## src/rtl/bcd_seg_scan.sv

```systemverilog
`default_nettype none
// +----------------------------------------------------------------------------+
// | Module   : bcd_seg_scan                                                    |
// | Brief    : Double-buffered, blank-slotted 7-seg scanner for packed BCD.    |
// |            Optional macro BCD_SEG_LZB_EN enables leading-zero blanking.    |
// | Revision : 1.0  initial release                                            |
// +----------------------------------------------------------------------------+
module bcd_seg_scan #(
  parameter int DIGITS   = 4,
  parameter int PRESCALE = 1000
) (
  input  logic                  clk,
  input  logic                  rst,
  input  logic                  load,
  input  logic [4*DIGITS-1:0]   bcd_in,
  output logic [6:0]            seg_n,
  output logic [DIGITS-1:0]     an_n,
  output logic                  frame_tick
);

  localparam int PW = $clog2(PRESCALE);
  localparam int IW = (DIGITS > 1) ? $clog2(DIGITS) : 1;
  localparam logic [6:0]    C_SEG_BLANK = 7'h7F;
  localparam logic [PW-1:0] C_PCNT_LAST = PW'(PRESCALE - 1);
  localparam logic [IW-1:0] C_IDX_LAST  = IW'(DIGITS - 1);

  logic [PW-1:0]         r_pcnt;
  logic [IW-1:0]         r_idx;
  logic [4*DIGITS-1:0]   r_pend;
  logic                  r_pend_v;
  logic [4*DIGITS-1:0]   r_disp;

  logic                  w_pwrap;
  logic                  w_boundary;
  logic [3:0]            w_digit [DIGITS];
  logic [3:0]            w_cur;
  logic [6:0]            w_seg_next;
  logic [DIGITS-1:0]     w_an_next;

  function automatic logic [6:0] seg_decode(input logic [3:0] d);
    case (d)
      4'd0:    seg_decode = 7'h40;
      4'd1:    seg_decode = 7'h79;
      4'd2:    seg_decode = 7'h24;
      4'd3:    seg_decode = 7'h30;
      4'd4:    seg_decode = 7'h19;
      4'd5:    seg_decode = 7'h12;
      4'd6:    seg_decode = 7'h02;
      4'd7:    seg_decode = 7'h78;
      4'd8:    seg_decode = 7'h00;
      4'd9:    seg_decode = 7'h10;
      default: seg_decode = 7'h3F;
    endcase
  endfunction

  assign w_pwrap    = (r_pcnt == C_PCNT_LAST);
  assign w_boundary = w_pwrap && (r_idx == C_IDX_LAST);

  generate
    for (genvar i = 0; i < DIGITS; i++) begin : g_digit
      assign w_digit[i] = r_disp[4*i +: 4];
    end
  endgenerate

  assign w_cur = w_digit[r_idx];

`ifdef BCD_SEG_LZB_EN
  // w_blank[k]: digit k and every digit above it are zero; digit 0 is never blanked.
  logic [DIGITS-1:0] w_blank;
  assign w_blank[0] = 1'b0;
  generate
    for (genvar i = 1; i < DIGITS; i++) begin : g_lzb
      if (i == DIGITS - 1) begin : g_top
        assign w_blank[i] = (w_digit[i] == 4'd0);
      end else begin : g_mid
        assign w_blank[i] = (w_digit[i] == 4'd0) && w_blank[i+1];
      end
    end
  endgenerate
`endif

  // Slot pcnt==0 is a dark gap between digits to suppress ghosting.
  always_comb begin
    w_seg_next = C_SEG_BLANK;
    w_an_next  = '1;
    if (r_pcnt != '0) begin
      w_an_next  = ~(DIGITS'(1) << r_idx);
      w_seg_next = seg_decode(w_cur);
`ifdef BCD_SEG_LZB_EN
      if (w_blank[r_idx]) begin
        w_seg_next = C_SEG_BLANK;
      end
`endif
    end
  end

  always_ff @(posedge clk or posedge rst) begin
    if (rst) begin
      r_pcnt     <= '0;
      r_idx      <= '0;
      r_pend     <= '0;
      r_pend_v   <= 1'b0;
      r_disp     <= '0;
      seg_n      <= C_SEG_BLANK;
      an_n       <= '1;
      frame_tick <= 1'b0;
    end else begin
      r_pcnt <= w_pwrap ? '0 : r_pcnt + 1'b1;
      if (w_pwrap) begin
        r_idx <= (r_idx == C_IDX_LAST) ? '0 : r_idx + 1'b1;
      end
      // A load on the boundary bypasses the pending buffer and drops any older value.
      if (w_boundary) begin
        r_pend_v <= 1'b0;
        if (load) begin
          r_disp <= bcd_in;
        end else if (r_pend_v) begin
          r_disp <= r_pend;
        end
      end else if (load) begin
        r_pend   <= bcd_in;
        r_pend_v <= 1'b1;
      end
      seg_n      <= w_seg_next;
      an_n       <= w_an_next;
      frame_tick <= w_boundary;
    end
  end

endmodule
`default_nettype wire
```

## config.mk

```make
export PLATFORM = sky130hd
export DESIGN_NAME = bcd_seg_scan
export DESIGN_NICKNAME = d
export VERILOG_FILES = /design/src/rtl/bcd_seg_scan.sv
export SDC_FILE = /design/constraint.sdc
export NUM_CORES = 1
export LEC_CHECK = 0
export CAP_MARGIN = 20
export CORE_ASPECT_RATIO = 1.25
export CORE_MARGIN = 3
export CORE_UTILIZATION = 40
export CTS_CLUSTER_DIAMETER = 200
export CTS_CLUSTER_SIZE = 8
export DETAILED_ROUTE_END_ITERATION = 10
export SLEW_MARGIN = 30
export SYNTH_ARGS = -nofsm -noshare
export SYNTH_HDL_FRONTEND = slang
export SYNTH_SLANG_ARGS = --single-unit
```

## constraint.sdc

```tcl
create_clock -name clk -period 2.8 [get_ports clk]
set_input_delay 0.84 -clock clk [delete_from_list [all_inputs] [get_ports clk]]
set_output_delay 0.84 -clock clk [all_outputs]
set_load 0.02 [all_outputs]
```

Yosys cells after proc, flatten, opt, wreduce, memory -nomap -nowiden
Memories as Yosys holds them, arrays and structs flattened.
Cells that the tools add are included.
W data, S select, Z words.

word-level totals
  register bits = 57
  memory bits (read-only) = 112
  memories kept = 1

operators by class
  add/subtract/negate cells = 2
  $lt $le $gt $ge = 1
  equal/unequal tests = 2
  shift-type cells = 1
  muxes and demuxes = 11
  bitwise operators = 3
  reduce and logical (&&, ||, !) cells = 6

memories
  memory           words  bits a word  read ports  clocked after memory_dff  wr ports  RTL line  RTL
  (no name shown)  16     7            1           0                         0         41        case (d)

operator list
  operator                 count
  $mux W16                 2
  $mux W4                  3
  $add A10 B1 Y10 const B  1
  $eq A10 B10 Y1 const B   1
  $mux W10                 1
  $reduce_bool A10 Y1      1
  $bmux W4 S2              1
  $mux W7                  1
  $not A4 Y4               1
  $reduce_and A2 Y1        2
  $reduce_bool A2 Y1       2
  $shl A1 B2 Y4 const A    1
  $ge A3 B3 Y1 const B     1
  $not A2 Y3               1
  $add A2 B1 Y2 const B    1
  $eq A2 B2 Y1 const B     1
  $mux W1                  2
  $mux W2                  1
  $logic_and A1 B1 Y1      1
  $not A1 Y1               1

Logic depth before layout (Yosys ltp)
Gate-level depths: netlist (run 1).
An unclocked memory read counts as a cell.

  word-level depth = 6
  gate-level depth with buffers = 8

Worst setup path after synthesis (run 1)
OpenSTA, ideal clock, no wires.

  path type = input to register
  start point = input load
  end point = register r_disp[0]
  setup time = 127 ps
  arrival time = 2116 ps
  data required time = 2673 ps
  path slack = 557 ps
  stages = 4
  path buffers = 2
  path through = clkbuf_1 clkbuf_1 mux2_2 mux2_1

between the ends
  word-level cells in the longest chain between the ends = 2

ends and longest elaborated chain
  item                                 RTL line  RTL
  from (decl)                          14        input logic load,
  $reduce_bool A2 Y1 (no source line)  n/a
  $reduce_and A2 Y1 (no source line)   n/a
  to (signal assigned)                 116       r_disp <= bcd_in;
  to (signal assigned)                 118       r_disp <= r_pend;
  to (decl)                            31        logic [4*DIGITS-1:0] r_disp;

Parallel ways exist; a longest one is shown, timed or not.
A chain may end at the register's enable or synchronous reset.

Worst setup path after layout (run 1)
  start point = register an_n[0]
  end point = output an_n[0]

RTL lines
  item                    RTL line  RTL
  from (decl)             17        output logic [DIGITS-1:0] an_n,
  from (signal assigned)  125       an_n <= w_an_next;

No word-level cell between the ends.

==> impl_metrics.env, run 1 <==
export IMPL_combPwrFrac_pct=5.8
export IMPL_critPathBufInv=1
export IMPL_drive_gt1_share_pct=30.7
export IMPL_postCtsHoldBufs=0
export IMPL_tritoncts="done"
export IMPL_fin_crit_ns=2.27
export IMPL_overflow=0
export IMPL_p_clk_share_pct=50.4
export IMPL_cts_path_max_buffers=2
export IMPL_drt_pass1_iterations=4
export IMPL_drv_cap=0
export IMPL_ioPinCount=31
export IMPL_clkSinkCount=57
export IMPL_ys_types=36
export IMPL_ir_drop_mv=0.336
export IMPL_gp_congestion=0.790
export IMPL_worst_slew_pin_transition_ns=0.451
export IMPL_grt_max_degree=37
export IMPL_htree_num_levels=3
export IMPL_path_clk_slew_ns=0.07
export IMPL_syn_to_final_growth_pct=24.8
export IMPL_p_sw_w=0.000378
export IMPL_syn_cell_area_sq_mm=0.00274
export IMPL_synth_edf_count=0
export IMPL_cpLargestDelayFamily="buffers and inverters"
export IMPL_dieArea_sq_mm=0.00790
export IMPL_start_util_pct=41.5
export IMPL_synth_seq_cells=57
export IMPL_setup_viol=0
export IMPL_ys_flop_type="dfrtp_1"
export IMPL_hpwl_mm=3.26
export IMPL_min_from="r_disp[6]"
export IMPL_leakagePower_nw=1.50
export IMPL_fin_cells=341
export IMPL_ys_seq_area_share_pct=52.5
export IMPL_crit_fanout=1
export IMPL_fin_worst_skew_ns=0.0126
export IMPL_setup_tns_ns=0
export IMPL_viasPerCell=4.75
export IMPL_fin_util_pct=51.8
export IMPL_drt_iter0_drc=33
export IMPL_antenna_found_initial=0
export IMPL_power_density_mw_per_mm2=572
export IMPL_intPower_w=0.00158
export IMPL_period_share_pct=81.1
export IMPL_antenna_cells=0
export IMPL_grt_pass1_vias=1650
export IMPL_numPortBuffers=30
export IMPL_start_kind="flip-flop"
export IMPL_run_status="finished, final reports clean"
export IMPL_max_freq_mhz=440
export IMPL_critPathLaunch="an_n[0]"
export IMPL_ctsResizeCount=0
export IMPL_ys_warnings_count=0
export IMPL_end_kind="primary output"
export IMPL_post_cts_buffers=0
export IMPL_seq_power_share_pct=43.8
export IMPL_grt_pass1_wl_mm=7.72
export IMPL_syn_avg_cell_area_sq_um=12.9
export IMPL_drc=0
export IMPL_hp_class="flip-flop to flip-flop"
export IMPL_wl_per_cell_um=13.2
export IMPL_die_width_um=80.1
export IMPL_finalMaxSlewViolations=0
export IMPL_async_flop_share_pct=100
export IMPL_sw_frac_of_total_pct=19.3
export IMPL_slowest_delay_ns=0.59
export IMPL_cpMaxStageDelayCell="clkdlybuf4s50_1"
export IMPL_root_buffer="clkbuf_8"
export IMPL_worstSkewPairLatency_ns=0.33
export IMPL_final_hold_viol_count=0
export IMPL_required_ns=1.96
export IMPL_numCtsBuffers=9
export IMPL_layout_nets=280
export IMPL_coreArea_sq_mm=0.00661
export IMPL_arrival_ns=1.43
export IMPL_ant_nets=0
export IMPL_grt_usage_pct=12.9
export IMPL_reg2reg_from="r_pcnt[0]"
export IMPL_num_fill_cells=597
export IMPL_wl_mm=4.50
export IMPL_synthesis_nets=243
export IMPL_dpl_cell_count=325
export IMPL_slew_headroom_pct=69.9
export IMPL_rsz0062_at_grt="no"
export IMPL_fp_row_count=33
export IMPL_path_class="flip-flop to primary output"
export IMPL_vias=1619
export IMPL_dieHeight_um=98.6
export IMPL_netlist_instances=212
export IMPL_crit_chain="clkdlybuf4s50_1"
## worst paths after layout
kind	to	cells after the start	slack, ns
max reg2reg	r_disp[11]	6	0.75
min reg2reg	r_disp[6]	1	0.49
max in group asynchronous	r_pend[13]	3	1.42
min	r_disp[6]	1	0.49
min in group asynchronous	r_pcnt[9]	2	0.83
max	an_n[0]	1	0.53
## synthesized netlist by cell type, drive strengths merged, types with 3 or more instances
cell	count	area, sq um
mux2	48	541
dfrtp	46	1150
ha	12	150
dfstp	11	289
nand2	11	41.3
o21ai	11	55.1
inv	10	37.5
nor2	10	37.5
a21oi	6	30.0
clkbuf	5	18.8
xor2	5	43.8
buf	4	35.0
mux4	4	90.1
nand3	4	20.0
and2	3	18.8
nand4	3	25.0
nor2b	3	18.8
## metal layers
metal  GRT usage, %  routed length, um  vias up
li1               -                  -      812
met1           16.1               2050      768
met2           20.0               2180       29
met3           4.48                182       10
met4           5.85                 93        0
met5              0                  0        -
## placed cells by master, fill, tap and decap left out, types with 2 or more instances in the layout
master           Yosys  final
dfstp_2             11     11
clkdlybuf4s50_1      0     30
mux2_1              10     10
nand4_1              2      2
buf_4                2      3
mux2i_1              2      2
nand3_1              4      4
ha_1                12     12
and2_1               3      3
inv_1               10      9
buf_12               0      2
mux2_2              38     38
xor2_1               5      5
nor2b_1              3      3
nand2_1             11     11
dfrtp_1             46     46
nor2_1              10     10
bufinv_16            0      3
clkbuf_8             0     12
nand2b_1             2      2
a21oi_1              6      6
mux4_2               4      4
o21ai_0             10     10
## cells by family after synthesis
kind of cell	count (synthesis)	synth area share, %
buffers and inverters	19	3.33
AOI/OAI and AO/OA	20	4.15
DFF	57	52.5
adders and majority gates	12	5.47
muxes	54	23.7
xor gates and xnor gates	6	1.92
and+or+nand+nor	44	8.94
## sequential cells by signal (all words and copies together), names as in the netlist
| register | count |
|---|---|
| an_n | 4 |
| frame_tick | 1 |
| r_disp | 16 |
| r_idx | 2 |
| r_pcnt | 10 |
| r_pend | 16 |
| r_pend_v | 1 |
| seg_n | 7 |
## area by class of cell
type                       instances  area [sq um]  area share, %
clock buffer                      12           165           4.82
clock inverter                     4          97.6           2.85
inverter                          10          37.5           1.10
multi-input combinational        136          1210           35.4
sequential                        57          1440           42.1
tap                               87           109           3.18
timing repair buffer              35           363           10.6
## power by group through the flow
stage | Combinational [W] | Clock (W) | Sequential (W)
6_report | 0.000113 | 0.000988 | 0.000858
5_1_grt | 0.000125 | 0.00106 | 0.000860
4_1_cts | 0.000117 | 0.00101 | 0.000858
3_5_place_dp | 0.000116 | 0 | 0.000873
3_3_place_gp | 0.000114 | 0 | 0.000873
2_1_floorplan | 0.0000685 | 0 | 0.000869
## through the flow
step / hold WS, ns / cell area, sq um / setup slack [ns] / power [W]
after floorplan: 0.452 / 2740 / 0.557 / 0.000938
after global placement: 0.469 / 3160 / 0.440 / 0.000987
after detailed placement: 0.474 / 3160 / 0.412 / 0.000989
after CTS: 0.490 / 3420 / 0.508 / 0.00199
after global routing: 0.504 / 3420 / 0.479 / 0.00204
final: 0.486 / 3420 / 0.529 / 0.00196
Note: power is estimated with default switching activity, not from simulation.
==> inputs of run 2 (changes only) <==
Clock period 2.8 ns to 2 ns, I/O delays scaled along.
==> run 2 against run 1 <==
Final area decreased by 0.80%. Via count increased by 2.5%. Hold slack got worse by 0.0051 ns. Non-clock buffer count increased by 4. Utilization decreased by 0.42 points. Global-route usage increased by 0.55 points. Routed wire length increased by 2.1%. Critical path depth increased by 5. First-iteration DRC count increased by 27%. Register-to-register slack got worse by 0.61 ns.
==> impl_metrics.env, run 2 (same netlist as run 1, synthesis figures left out) <==
export IMPL_run_status="finished, final reports clean"
export IMPL_critPathLaunch="r_pcnt[0]"
export IMPL_ir_drop_mv=0.702
export IMPL_arrival_ns=2.06
export IMPL_setup_viol=0
export IMPL_dieArea_sq_mm=0.00790
export IMPL_htree_num_levels=3
export IMPL_root_buffer="clkbuf_8"
export IMPL_crit_fanout=16
export IMPL_coreArea_sq_mm=0.00661
export IMPL_tritoncts="done"
export IMPL_layout_nets=284
export IMPL_wl_mm=4.59
export IMPL_end_kind="flip-flop"
export IMPL_ant_nets=0
export IMPL_final_hold_viol_count=0
export IMPL_ff2ff_path_depth=6
export IMPL_finalWorstSetupSlack_ns=0.141
export IMPL_max_freq_mhz=538
export IMPL_dp_slack_ns=-0.126
export IMPL_period_share_pct=93.0
export IMPL_numPortBuffers=30
export IMPL_worst_slew_pin_transition_ns=0.347
export IMPL_overflow=0
export IMPL_crit_chain="ha_1 -> nand3_1 -> nor4_4 -> and3b_1 -> buf_12 -> mux2_2"
export IMPL_die_width_um=80.1
export IMPL_start_util_pct=41.5
export IMPL_gp_congestion=0.714
export IMPL_antenna_found_initial=0
export IMPL_drc=0
export IMPL_drt_pass1_iterations=4
export IMPL_fin_worst_skew_ns=0.0107
export IMPL_fin_crit_ns=1.86
export IMPL_finalMaxSlewViolations=0
export IMPL_num_fill_cells=610
export IMPL_drive_gt1_share_pct=31.8
export IMPL_leakagePower_nw=1.52
export IMPL_post_cts_buffers=0
export IMPL_fp_row_count=33
export IMPL_grt_max_degree=37
export IMPL_hp_class="flip-flop to flip-flop"
export IMPL_reg_largest_list="r_disp x16, r_pend x16, r_pcnt x10"
export IMPL_worstSetupPathDepth=6
export IMPL_hold_slack_ns=0.481
export IMPL_fin_util_pct=51.4
export IMPL_reg2reg_slack_ns=0.14
export IMPL_reg2reg_from="r_pcnt[0]"
export IMPL_clkSinkCount=57
export IMPL_drt_iter0_drc=42
export IMPL_viasPerCell=4.81
export IMPL_endpoint="r_disp[11]"
export IMPL_slew_headroom_pct=76.8
export IMPL_ioPinCount=31
export IMPL_cpMaxStageDelayCell="dfrtp_1"
export IMPL_grt_pass1_vias=1692
export IMPL_cts_path_max_buffers=2
export IMPL_ctsResizeCount=11
export IMPL_postCtsHoldBufs=0
export IMPL_vias=1660
export IMPL_wl_per_cell_um=13.3
export IMPL_power_density_mw_per_mm2=698
export IMPL_hpwl_mm=3.34
export IMPL_path_class="flip-flop to flip-flop"
export IMPL_multi_input_area_sq_mm=0.00121
export IMPL_total_power_w=0.00237
export IMPL_syn_to_final_growth_pct=23.8
export IMPL_worstSkewPairLatency_ns=0.33
export IMPL_slowest_delay_ns=0.40
export IMPL_antenna_cells=0
export IMPL_grt_usage_pct=13.4
export IMPL_drv_cap=0
export IMPL_path_clk_slew_ns=0.07
export IMPL_required_ns=2.20
export IMPL_final_common_cell="dfrtp_1"
export IMPL_regArea_sq_mm=0.00144
export IMPL_dieHeight_um=98.6
export IMPL_r2r_end="r_disp[11]"
export IMPL_critPathBufInv=1
export IMPL_numCtsBuffers=9
export IMPL_rsz0062_at_grt="no"
export IMPL_final_cell_mix="dfrtp_1 (45), mux2_2 (38), clkdlybuf4s50_1 (19)"
export IMPL_start_kind="flip-flop"
export IMPL_cpLargestDelayFamily="simple AND/OR/NAND/NOR gates"
export IMPL_grt_pass1_wl_mm=8.14
==> run 2: changes by cell type in the layout (fill, tap and decap cells not counted), sizes merged <==
cell           before  now
buf                 5    9
bufinv              3    0
clkbuf             12   14
clkdlybuf4s50      30   19
clkinv              0    2
clkinvlp            1    0
dlygate4sd2         0   11
==> run 2: worst reg2reg max path, cell delays in order (launching register included) <==
cell	delay [ns]
dfrtp_1	0.40
ha_1	0.18
nand3_1	0.12
nor4_4	0.25
and3b_1	0.27
buf_12	0.17
mux2_2	0.34
==> run 2: metal layers <==
metal  part of all wire, %  up-vias  global-route usage (%)
li1                      -      825                       -
met5                     0        -                       0
met4                   1.2        0                    6.24
met1                    45      800                    17.5
met3                   3.7        4                    3.56
met2                    50       31                    20.7
==> run 2: cell type report <==
type | count | area share, %
well taps | 87 | 3.20
inverters | 10 | 1.10
clock inverters | 2 | 0.295
repair buffers | 39 | 11.9
clock buffers | 14 | 5.38
flip-flops and latches | 57 | 42.4
multi-input cells | 136 | 35.7
==> run 2: worst min path at each step <==
stage / start / to / depth (start not counted)
after floorplan: r_disp[8] / r_disp[8] / 1
after global placement: r_disp[4] / r_disp[4] / 1
after detailed placement: r_disp[9] / r_disp[9] / 1
after CTS: r_disp[9] / r_disp[9] / 1
after global routing: r_pend[15] / r_pend[15] / 1
final: r_disp[9] / r_disp[9] / 1
==> run 2: through the flow <==
stage | cells | setup TNS [ns] | cell area (sq um)
global placement | 329 | -1.46 | 3220
global route | 345 | 0 | 3400
finish | 345 | 0 | 3400
floorplan | 212 | 0 | 2750
detailed placement | 329 | -2.08 | 3220
CTS | 345 | 0 | 3400
==> run 2: power breakdown <==
| part | internal, W | total, W | leakage (nW) | switching [W] |
|---|---|---|---|---|
| registers | 0.00119 | 0.00120 | 0.699 | 0.0000139 |
| logic | 0.000102 | 0.000164 | 0.719 | 0.0000616 |
| clock network | 0.000581 | 0.00101 | 0.102 | 0.000425 |
| total | 0.00187 | 0.00237 | 1.52 | 0.000501 |
